$ cat config.mk
export PLATFORM = sky130hd
export DESIGN_NAME = io_timer_pwm
export DESIGN_NICKNAME = d
export VERILOG_FILES = /design/src/rtl/io_timer_pkg.sv /design/src/rtl/io_timer_cmp_ch.sv /design/src/rtl/io_timer_pwm.sv
export SDC_FILE = /design/constraint.sdc
export NUM_CORES = 1
export LEC_CHECK = 0
export CAP_MARGIN = 20
export CORE_ASPECT_RATIO = 1.5
export CORE_MARGIN = 4
export CORE_UTILIZATION = 51
export CTS_CLUSTER_SIZE = 25
export DETAILED_ROUTE_END_ITERATION = 8
export PLACE_DENSITY = 0.88
export SYNTH_ARGS = -nofsm -noshare
export SYNTH_HDL_FRONTEND = slang
export SYNTH_SLANG_ARGS = --single-unit
$ cat constraint.sdc
create_clock -name AClkH -period 4.07 [get_ports AClkH]
set_input_delay 0.407 -clock AClkH [delete_from_list [all_inputs] [get_ports AClkH]]
set_output_delay 0.407 -clock AClkH [all_outputs]
set_load 0.05 [all_outputs]
$ cat src/rtl/io_timer_pkg.sv
// Shared register map, source encodings, status bit indices and IO access sizes
// for the io_timer_pwm block.
package io_timer_pkg;

  localparam logic [15:0] OFF_CTRL   = 16'd0;
  localparam logic [15:0] OFF_IRQEN  = 16'd1;
  localparam logic [15:0] OFF_STATUS = 16'd2;
  localparam logic [15:0] OFF_CNT    = 16'd3;
  localparam logic [15:0] OFF_PER    = 16'd4;
  localparam logic [15:0] OFF_CMP0   = 16'd5;
  localparam logic [15:0] WIN_SIZE   = 16'd16;

  typedef enum logic [1:0] {
    SRC_OFF = 2'b00,
    SRC_1K  = 2'b01,
    SRC_1M  = 2'b10,
    SRC_CLK = 2'b11
  } src_e;

  localparam int CTRL_RSTCNT  = 2;
  localparam int CTRL_SRC_LO  = 4;
  localparam int CTRL_ONESHOT = 6;

  localparam int STAT_PER = 0;
  localparam int STAT_CH0 = 1;

  // Access size strobes are one-hot; all-zero means no access this cycle.
  localparam logic [3:0] SZ_BYTE  = 4'b0001;
  localparam logic [3:0] SZ_WORD  = 4'b0010;
  localparam logic [3:0] SZ_DWORD = 4'b0100;

  function automatic logic [3:0] reg_size(input logic [15:0] off, input int width);
    if (off < OFF_CNT) return SZ_BYTE;
    else if (width == 32) return SZ_DWORD;
    else return SZ_WORD;
  endfunction

endpackage

$ cat src/rtl/io_timer_cmp_ch.sv
// One compare channel: Cmp register, compare hit, sticky status flag and,
// when IO_TIMER_PWM_OUT_EN is defined, a registered PWM output.
module io_timer_cmp_ch
  import io_timer_pkg::*;
#(
  parameter int CWidth = 16
) (
  input  logic              clk_i,
  input  logic              rst_ni,
  input  logic              en_i,
  input  logic              wr_i,
  input  logic [CWidth-1:0] wdata_i,
  input  logic              clr_i,
  input  logic [CWidth-1:0] cnt_i,
  input  logic              inc_en_i,
  input  logic              run_i,
  output logic [CWidth-1:0] cmp_o,
  output logic              hit_o,
  output logic              flag_o,
  output logic              pwm_o
);

  logic [CWidth-1:0] cmp_q;
  logic              flag_q;
  logic              flag_d;

  assign hit_o  = inc_en_i && (cnt_i == cmp_q);
  // A hit in the same cycle as a W1C clear keeps the flag set.
  assign flag_d = hit_o || (flag_q && !clr_i);
  assign cmp_o  = cmp_q;
  assign flag_o = flag_q;

  always_ff @(posedge clk_i or negedge rst_ni) begin
    if (!rst_ni) begin
      cmp_q  <= '0;
      flag_q <= 1'b0;
    end else if (en_i) begin
      if (wr_i) cmp_q <= wdata_i;
      flag_q <= flag_d;
    end
  end

`ifdef IO_TIMER_PWM_OUT_EN
  logic pwm_q;

  always_ff @(posedge clk_i or negedge rst_ni) begin
    if (!rst_ni) pwm_q <= 1'b0;
    else if (en_i) pwm_q <= run_i && (cnt_i < cmp_q);
  end

  assign pwm_o = pwm_q;
`else
  logic unused_run;
  assign unused_run = run_i;
  assign pwm_o      = 1'b0;
`endif

endmodule

$ cat src/rtl/io_timer_pwm.sv
// IO-mapped timer with period wrap, one-shot mode, CChCnt compare channels and
// an interrupt; PWM outputs only exist when IO_TIMER_PWM_OUT_EN is defined.
module io_timer_pwm
  import io_timer_pkg::*;
#(
  parameter logic [15:0] CAddrBase = 16'h0000,
  parameter int          CWidth    = 16,
  parameter int          CChCnt    = 2
) (
  input  logic              AClkH,
  input  logic              AResetHN,
  input  logic              AClkHEn,
  input  logic [15:0]       AIoAddr,
  input  logic [63:0]       AIoMosi,
  output logic [63:0]       AIoMiso,
  input  logic [3:0]        AIoWrSize,
  input  logic [3:0]        AIoRdSize,
  output logic              AIoAddrAck,
  output logic              AIoAddrErr,
  input  logic              ASync1M,
  input  logic              ASync1K,
  output logic              AIrq,
  output logic [CChCnt-1:0] APwm,
  output logic [7:0]        ATest
);

  logic [15:0] off;
  logic [3:0]  need_size;
  logic        wr_act, rd_act, hit, bad, wr_ok, rd_ok;
  logic        wr_ctrl, wr_irqen, wr_status, wr_cnt, wr_per;

  assign off        = AIoAddr - CAddrBase;
  assign wr_act     = |AIoWrSize;
  assign rd_act     = |AIoRdSize;
  assign need_size  = reg_size(off, CWidth);
  assign hit        = (off < WIN_SIZE) && (wr_act || rd_act);
  assign bad        = (off >= OFF_CMP0 + 16'(CChCnt))
                   || (wr_act && AIoWrSize != need_size)
                   || (rd_act && AIoRdSize != need_size);
  assign AIoAddrAck = hit;
  assign AIoAddrErr = hit && bad;
  assign wr_ok      = hit && !bad && wr_act;
  assign rd_ok      = hit && !bad && rd_act;

  assign wr_ctrl    = wr_ok && off == OFF_CTRL;
  assign wr_irqen   = wr_ok && off == OFF_IRQEN;
  assign wr_status  = wr_ok && off == OFF_STATUS;
  assign wr_cnt     = wr_ok && off == OFF_CNT;
  assign wr_per     = wr_ok && off == OFF_PER;

  src_e              src_q, src_d;
  logic              oneshot_q, oneshot_d;
  logic [CChCnt:0]   irqen_q;
  logic              per_flag_q, per_flag_d;
  logic [CWidth-1:0] cnt_q, cnt_d;
  logic [CWidth-1:0] per_q;
  logic              irq_q;
  logic              inc_en, per_hit;
  logic [CChCnt:0]   status_vec;
  logic [7:0]        status_byte;
  logic [CChCnt-1:0] ch_hit, ch_flag;
  logic [CWidth-1:0] cmp_val [CChCnt];
  logic [63:0]       rdata;
  logic              unused_mosi;

  assign unused_mosi = ^AIoMosi[63:CWidth];

  assign inc_en  = (src_q == SRC_CLK)
                || (src_q == SRC_1M && ASync1M)
                || (src_q == SRC_1K && ASync1K);
  assign per_hit = inc_en && (cnt_q == per_q);

  always_comb begin
    cnt_d = cnt_q;
    if (wr_cnt) cnt_d = AIoMosi[CWidth-1:0];
    else if ((wr_ctrl && AIoMosi[CTRL_RSTCNT]) || src_q == SRC_OFF || per_hit) cnt_d = '0;
    else if (inc_en) cnt_d = cnt_q + CWidth'(1);

    src_d     = src_q;
    oneshot_d = oneshot_q;
    if (wr_ctrl) begin
      src_d     = src_e'(AIoMosi[CTRL_SRC_LO +: 2]);
      oneshot_d = AIoMosi[CTRL_ONESHOT];
    end else if (per_hit && oneshot_q) begin
      src_d = SRC_OFF;
    end

    per_flag_d = per_hit || (per_flag_q && !(wr_status && AIoMosi[STAT_PER]));
  end

  for (genvar gi = 0; gi < CChCnt; gi++) begin : g_ch
    io_timer_cmp_ch #(.CWidth(CWidth)) u_ch (
      .clk_i    (AClkH),
      .rst_ni   (AResetHN),
      .en_i     (AClkHEn),
      .wr_i     (wr_ok && off == OFF_CMP0 + 16'(gi)),
      .wdata_i  (AIoMosi[CWidth-1:0]),
      .clr_i    (wr_status && AIoMosi[STAT_CH0+gi]),
      .cnt_i    (cnt_q),
      .inc_en_i (inc_en),
      .run_i    (src_q != SRC_OFF),
      .cmp_o    (cmp_val[gi]),
      .hit_o    (ch_hit[gi]),
      .flag_o   (ch_flag[gi]),
      .pwm_o    (APwm[gi])
    );
    assign status_vec[STAT_CH0+gi] = ch_flag[gi];
  end

  assign status_vec[STAT_PER] = per_flag_q;
  assign status_byte          = 8'(status_vec);

  always_ff @(posedge AClkH or negedge AResetHN) begin
    if (!AResetHN) begin
      src_q      <= SRC_OFF;
      oneshot_q  <= 1'b0;
      irqen_q    <= '0;
      per_flag_q <= 1'b0;
      cnt_q      <= '0;
      per_q      <= '0;
      irq_q      <= 1'b0;
    end else if (AClkHEn) begin
      src_q      <= src_d;
      oneshot_q  <= oneshot_d;
      per_flag_q <= per_flag_d;
      cnt_q      <= cnt_d;
      // Built from the current status so the request trails the flag by one cycle.
      irq_q      <= |(status_vec & irqen_q);
      if (wr_irqen) irqen_q <= AIoMosi[CChCnt:0];
      if (wr_per)   per_q   <= AIoMosi[CWidth-1:0];
    end
  end

  always_comb begin
    rdata = '0;
    case (off)
      OFF_CTRL:   rdata[7:0] = {1'b0, oneshot_q, src_q, 4'b0000};
      OFF_IRQEN:  rdata[7:0] = 8'(irqen_q);
      OFF_STATUS: rdata[7:0] = status_byte;
      OFF_CNT:    rdata[CWidth-1:0] = cnt_q;
      OFF_PER:    rdata[CWidth-1:0] = per_q;
      default: begin
        for (int i = 0; i < CChCnt; i++)
          if (off == OFF_CMP0 + 16'(i)) rdata[CWidth-1:0] = cmp_val[i];
      end
    endcase
    if (!rd_ok) rdata = '0;
  end

  assign AIoMiso = rdata;
  assign AIrq    = irq_q;
  assign ATest   = {AClkH, inc_en, per_hit, ch_hit[0], status_byte[2:0], irq_q};

endmodule
* Word-level counts from Yosys, hierarchy flattened
Index checks and enable logic that the tools add are counted.
Word-level totals: memories 0, latch bits 0, bits in writable memories 0, ROM bits 0, flip-flop bits (word level) 74, output and inout bits 77, bits of input ports 93
Operators by class: shift operators 0, reductions and logical operators 56, divide/modulo/power cells 0, $mul 0, bitwise gates (word level) 1, magnitude comparators 3, mux-type cells 11, equal/unequal tests 14, $add $sub $neg 1
Operators with widths (number):
- $mux W16 | 6
- $eq A16 B16 Y1 | 3
- $eq A16 B3 Y1 const B | 3
- $pmux W8 S5 | 1
- $eq A16 B2 Y1 const B | 2
- $logic_and A1 B1 Y1 | 27
- $pmux W8 S3 | 1
- $add A16 B1 Y16 const B | 1
- $eq A16 B1 Y1 const B | 1
- $ge A16 B3 Y1 const B | 1
- $logic_not A16 Y1 | 1
- $lt A16 B2 Y1 const B | 1
- $lt A16 B5 Y1 const B | 1
- $reduce_and A2 Y1 | 7
- $logic_or A1 B1 Y1 | 10
- $ne A4 B4 Y1 | 2
- $reduce_or A4 Y1 | 2
- $mux W2 | 3
- $reduce_or A3 Y1 | 2
- $eq A2 B2 Y1 const B | 2
- $logic_not A1 Y1 | 4
- $and A3 B3 Y3 | 1
- $reduce_bool A3 Y1 | 1
- $eq A2 B1 Y1 const B | 1
- other kinds (2) | 2

* Depth between registers and ports, before layout
word-level depth 15, gate-level depth with buffers 9

* Hierarchy
Synthesis repeated with hierarchy kept, for this count alone.
Second synthesis, totals: cells, all modules 523, area total of the unflattened synthesis 5166.2 um2
By module, submodules not included:
- io_timer_pwm | seq. area each 1001.0 um2, instances 1, area each 3504.6 um2, cells an instance 399
- io_timer_cmp_ch | seq. area each 425.4 um2, instances 2, area each 830.8 um2, cells an instance 62

==> results.md <==
- The detailed-route wire length is 15300 um.
- The core occupancy in the finished layout is 0.6322.
- The first routing iteration left 448 violations.
- The initialized floorplan defines 44 standard-cell rows.
- The library cell occupying the most area in the post-synthesis netlist is dfrtp_1.
- The region available for standard cell placement spans 9799 um2.
- Hold timing on the final database bottoms out at a slack of 0.4228 ns.
- dfrtp_1 is the most common cell in the netlist.
- For this block, wires on met1 add up to 5327 um.
- Measured in cells, the most critical reg-to-reg path has a length of 6.
- In this run the top signal layer used is met4.
- The slack of the worst reg-to-reg path is 1.04 ns.
- The headroom to the max-slew limit is 0.2887.
- Data on the critical path is required at its endpoint by 3.66 ns.
- Using the TritonRoute via totals, the vias-per-cell ratio works out to 6.239.
- The post-route minimum period is 3.535 ns.
- In the finished design, the share of the clock period the worst path needs comes to 0.8685.
- The arrival time at the worst endpoint is 3.13 ns.
- The first global-routing pass estimated 24020 um of wire.
- Of the cells placed in the final design, the portion with a size suffix greater than 1 is 0.1817.
- The biggest fanout along the worst timing path is 10.
- The total half-perimeter wirelength after legalization and detailed placement is 11050 um.
- Summing all non-filler instances in the final layout gives an area of 6195 um2.
- The most used flip-flop cell after synthesis is dfrtp_1.
- In the synthesized netlist the async set-or-reset flop fraction comes to 1.000.
- Of the synthesized area, sequential elements account for 0.3570.
- Before CTS, the worst setup slack after placement is 0.6077 ns.
- The endpoint identified for the worst register-to-register timing path is cnt_q[7].
- The repair_antennas step left the layout with diodes totalling 0.
- Once placement completed, the tool counted placed cells totaling 698.
- The detailed router placed 4461 vias in this run.
- The share of synthesized area in the top cell type comes to 0.3570.
- The number of antenna violations at the first check in global routing came to 0.
- Across the run, the number of max-cap violations was 0.
- In this run the mean area of a mapped cell was 9.432 um2.
- At the end of routability-driven placement, the weighted congestion stood at 0.9932.
- In the synthesized netlist, the number of instances is 550.
- After global routing the overflow that remains totals 0.
- The detail route stage leaves a number of antenna-violating nets equal to 0.
- Summed over all nets, wire length on met3 after detailed routing comes to 1319 um.
- The pre-antenna-repair detailed-routing pass consisted of 5 iterations.
- STA classifies the critical path startpoint as a register.
- After detailed routing, the average wire length per cell comes to 21.40 um.
- Across all setup checks in the final design, the least slack found is 0.5351 ns.
- The total of buffers placed on input and output ports is 71.
- The total power consumption of the routed design is 1.873 mW.
- The count of unresolved DRC violations after routing is 0.
- The number of max-slew violations in the final report came to 0.
- The total negative setup slack is 0 ns.
- For this run, the post-layout net count is 693.
- The floorplan step defined a die boundary enclosing 11880 um2.
- Yosys mapped a number of flops with a built-in enable equal to 0.
- The initial core utilization is 0.5294.
- TritonCTS built the clock tree.
- The worst setup path is captured at a primary output.
- Clock skew on the completed layout was measured at 0.004550 ns.
- The post-synthesis cell type count is 54.
- Setup violations remaining at the end of the flow were counted as 0.
- Counting the fill cells in the layout gives 776.
- The power per cell area is 302.4 nW/um2.
- The total standard cell area after synthesis is 5187 um2.
- At the pin with the least slew margin, the transition time is 1.060 ns.
- Clock latency on the worst-skew pair, taken at its later pin, is 0.45 ns.
- Synthesis inferred 74 register bits.
- The achievable frequency is 282.9 MHz.
- Setup repair after global routing left no endpoint under its margin.
- For this design the top-level I/O count stands at 170.
- Summed over all cells, the static leakage comes to 2.882 nW.
- The path class of the tightest hold or removal check is in -> async.
- The worst supply voltage drop on vdd is 0.3915 mV.
- The finished layout holds 715 standard cells, fillers aside.
- The floorplan die height is 131.5 um.
- During synthesis, Yosys emitted a total of 0 warnings.
- The instance area at placement is 5842 um2.
- The number of setup buffers added after CTS is 0.
- Across every metal layer, demand over resource in global routing totals 0.2581.
- From synthesis to final layout, the design area changed by 19.42%.
- The run finished with clean final reports.
- The classification of the worst setup path is reg -> out.
- Entering global routing, the biggest net connects 51 pins.
- After clock tree synthesis, the clock-pin slew on the worst setup and hold paths is 0.05 ns.
- By area the synthesized netlist is led by dfrtp_1, mux2_2, buf_4.
- In the detailed route, the total length drawn on met2 is 7626 um.
- Sorting the synthesized cells by how often they occur yields dfrtp_1, buf_4, mux2_2.
- The number of global-route vias before repair is 4523.
- The number of hold-slack violations in the final timing report is 0.
- The die is 90.35 um wide.
- The startpoint of the worst register-to-register path is src_q[0].
## layout by cell type, fill, tap and decap left out, types with 11 or more instances in the layout
master           count
dfrtp_1             74
clkdlybuf4s50_1     53
conb_1              50
mux2_2              46
xor2_1              39
nor2_1              38
nand2_1             36
a22oi_1             34
o21ai_0             20
nand3_1             18
buf_12              17
nor4_1              15
clkbuf_16           12
buf_4               11
## what timing repair did
item	4_1_cts	5_1_grt
gates resized for setup	0	0
hold buffers	0	1
endpoints found under the hold margin	0	15
## cell families (layout without fill, tap and decap cells)
family          count (synthesis)  count (layout)  synth area share
flops                          74              74            0.3570
xor+xnor                       48              48           0.08104
compound gates                105             105            0.1471
buf+inv                       104             105            0.1230
mux                            64              64            0.1365
simple gates                  153             153            0.1522
fa+ha+maj                       1               1          0.002412
other cells                     1              50         0.0007229
## cell type report
cell class | count | area, um2 | share of cell area
multi-input combinational | 421 | 2882 | 0.4652
timing repair buffer | 82 | 958.4 | 0.1547
clock buffer | 15 | 327.8 | 0.05292
clock inverter | 1 | 5.005 | 0.0008079
inverter | 7 | 26.28 | 0.004242
sequential | 74 | 1852 | 0.2989
tap | 115 | 143.9 | 0.02323
## per-layer routing
layer,GRT usage,vias up
met5,0,-
met1,0.2726,2127
li1,-,1950
met2,0.4387,297
met3,0.07551,87
met4,0.1789,0
## registers in the layout (all words and copies together), names as in the netlist
register	count
g_ch.u_ch.flag_o	2
src_q	2
irqen_q	3
AIrq	1
cnt_q	16
oneshot_q	1
g_ch.u_ch.cmp_o	32
per_flag_q	1
per_q	16
## where the power goes
group | switching [mW] | leakage, nW | internal (mW)
combinational | 0.177 | 1.69 | 0.0587
sequential | 0.00247 | 1.03 | 0.738
clock | 0.342 | 0.164 | 0.556
## worst max-delay path: stages (launching register included)
cell,delay [ns]
dfrtp_1,0.56
xor2_1,0.20
nor4_1,0.51
nand3_1,0.13
nor3_1,0.39
clkdlybuf4s50_1,0.90
## worst max-delay path by stage
stage,cells after the start,slack (ns),end,from
after global routing,5,0.42,ATest[4],cnt_q[8]
after CTS,5,0.57,ATest[4],cnt_q[8]
after global placement,9,0.72,cnt_q[7],AIoAddr[1]
after detailed placement,9,0.61,cnt_q[7],AIoAddr[1]
after floorplan,4,1.13,AIoAddrErr,AIoAddr[13]
final,5,0.54,ATest[4],cnt_q[8]
No activity file was read; power rests on OpenSTA's default activity.
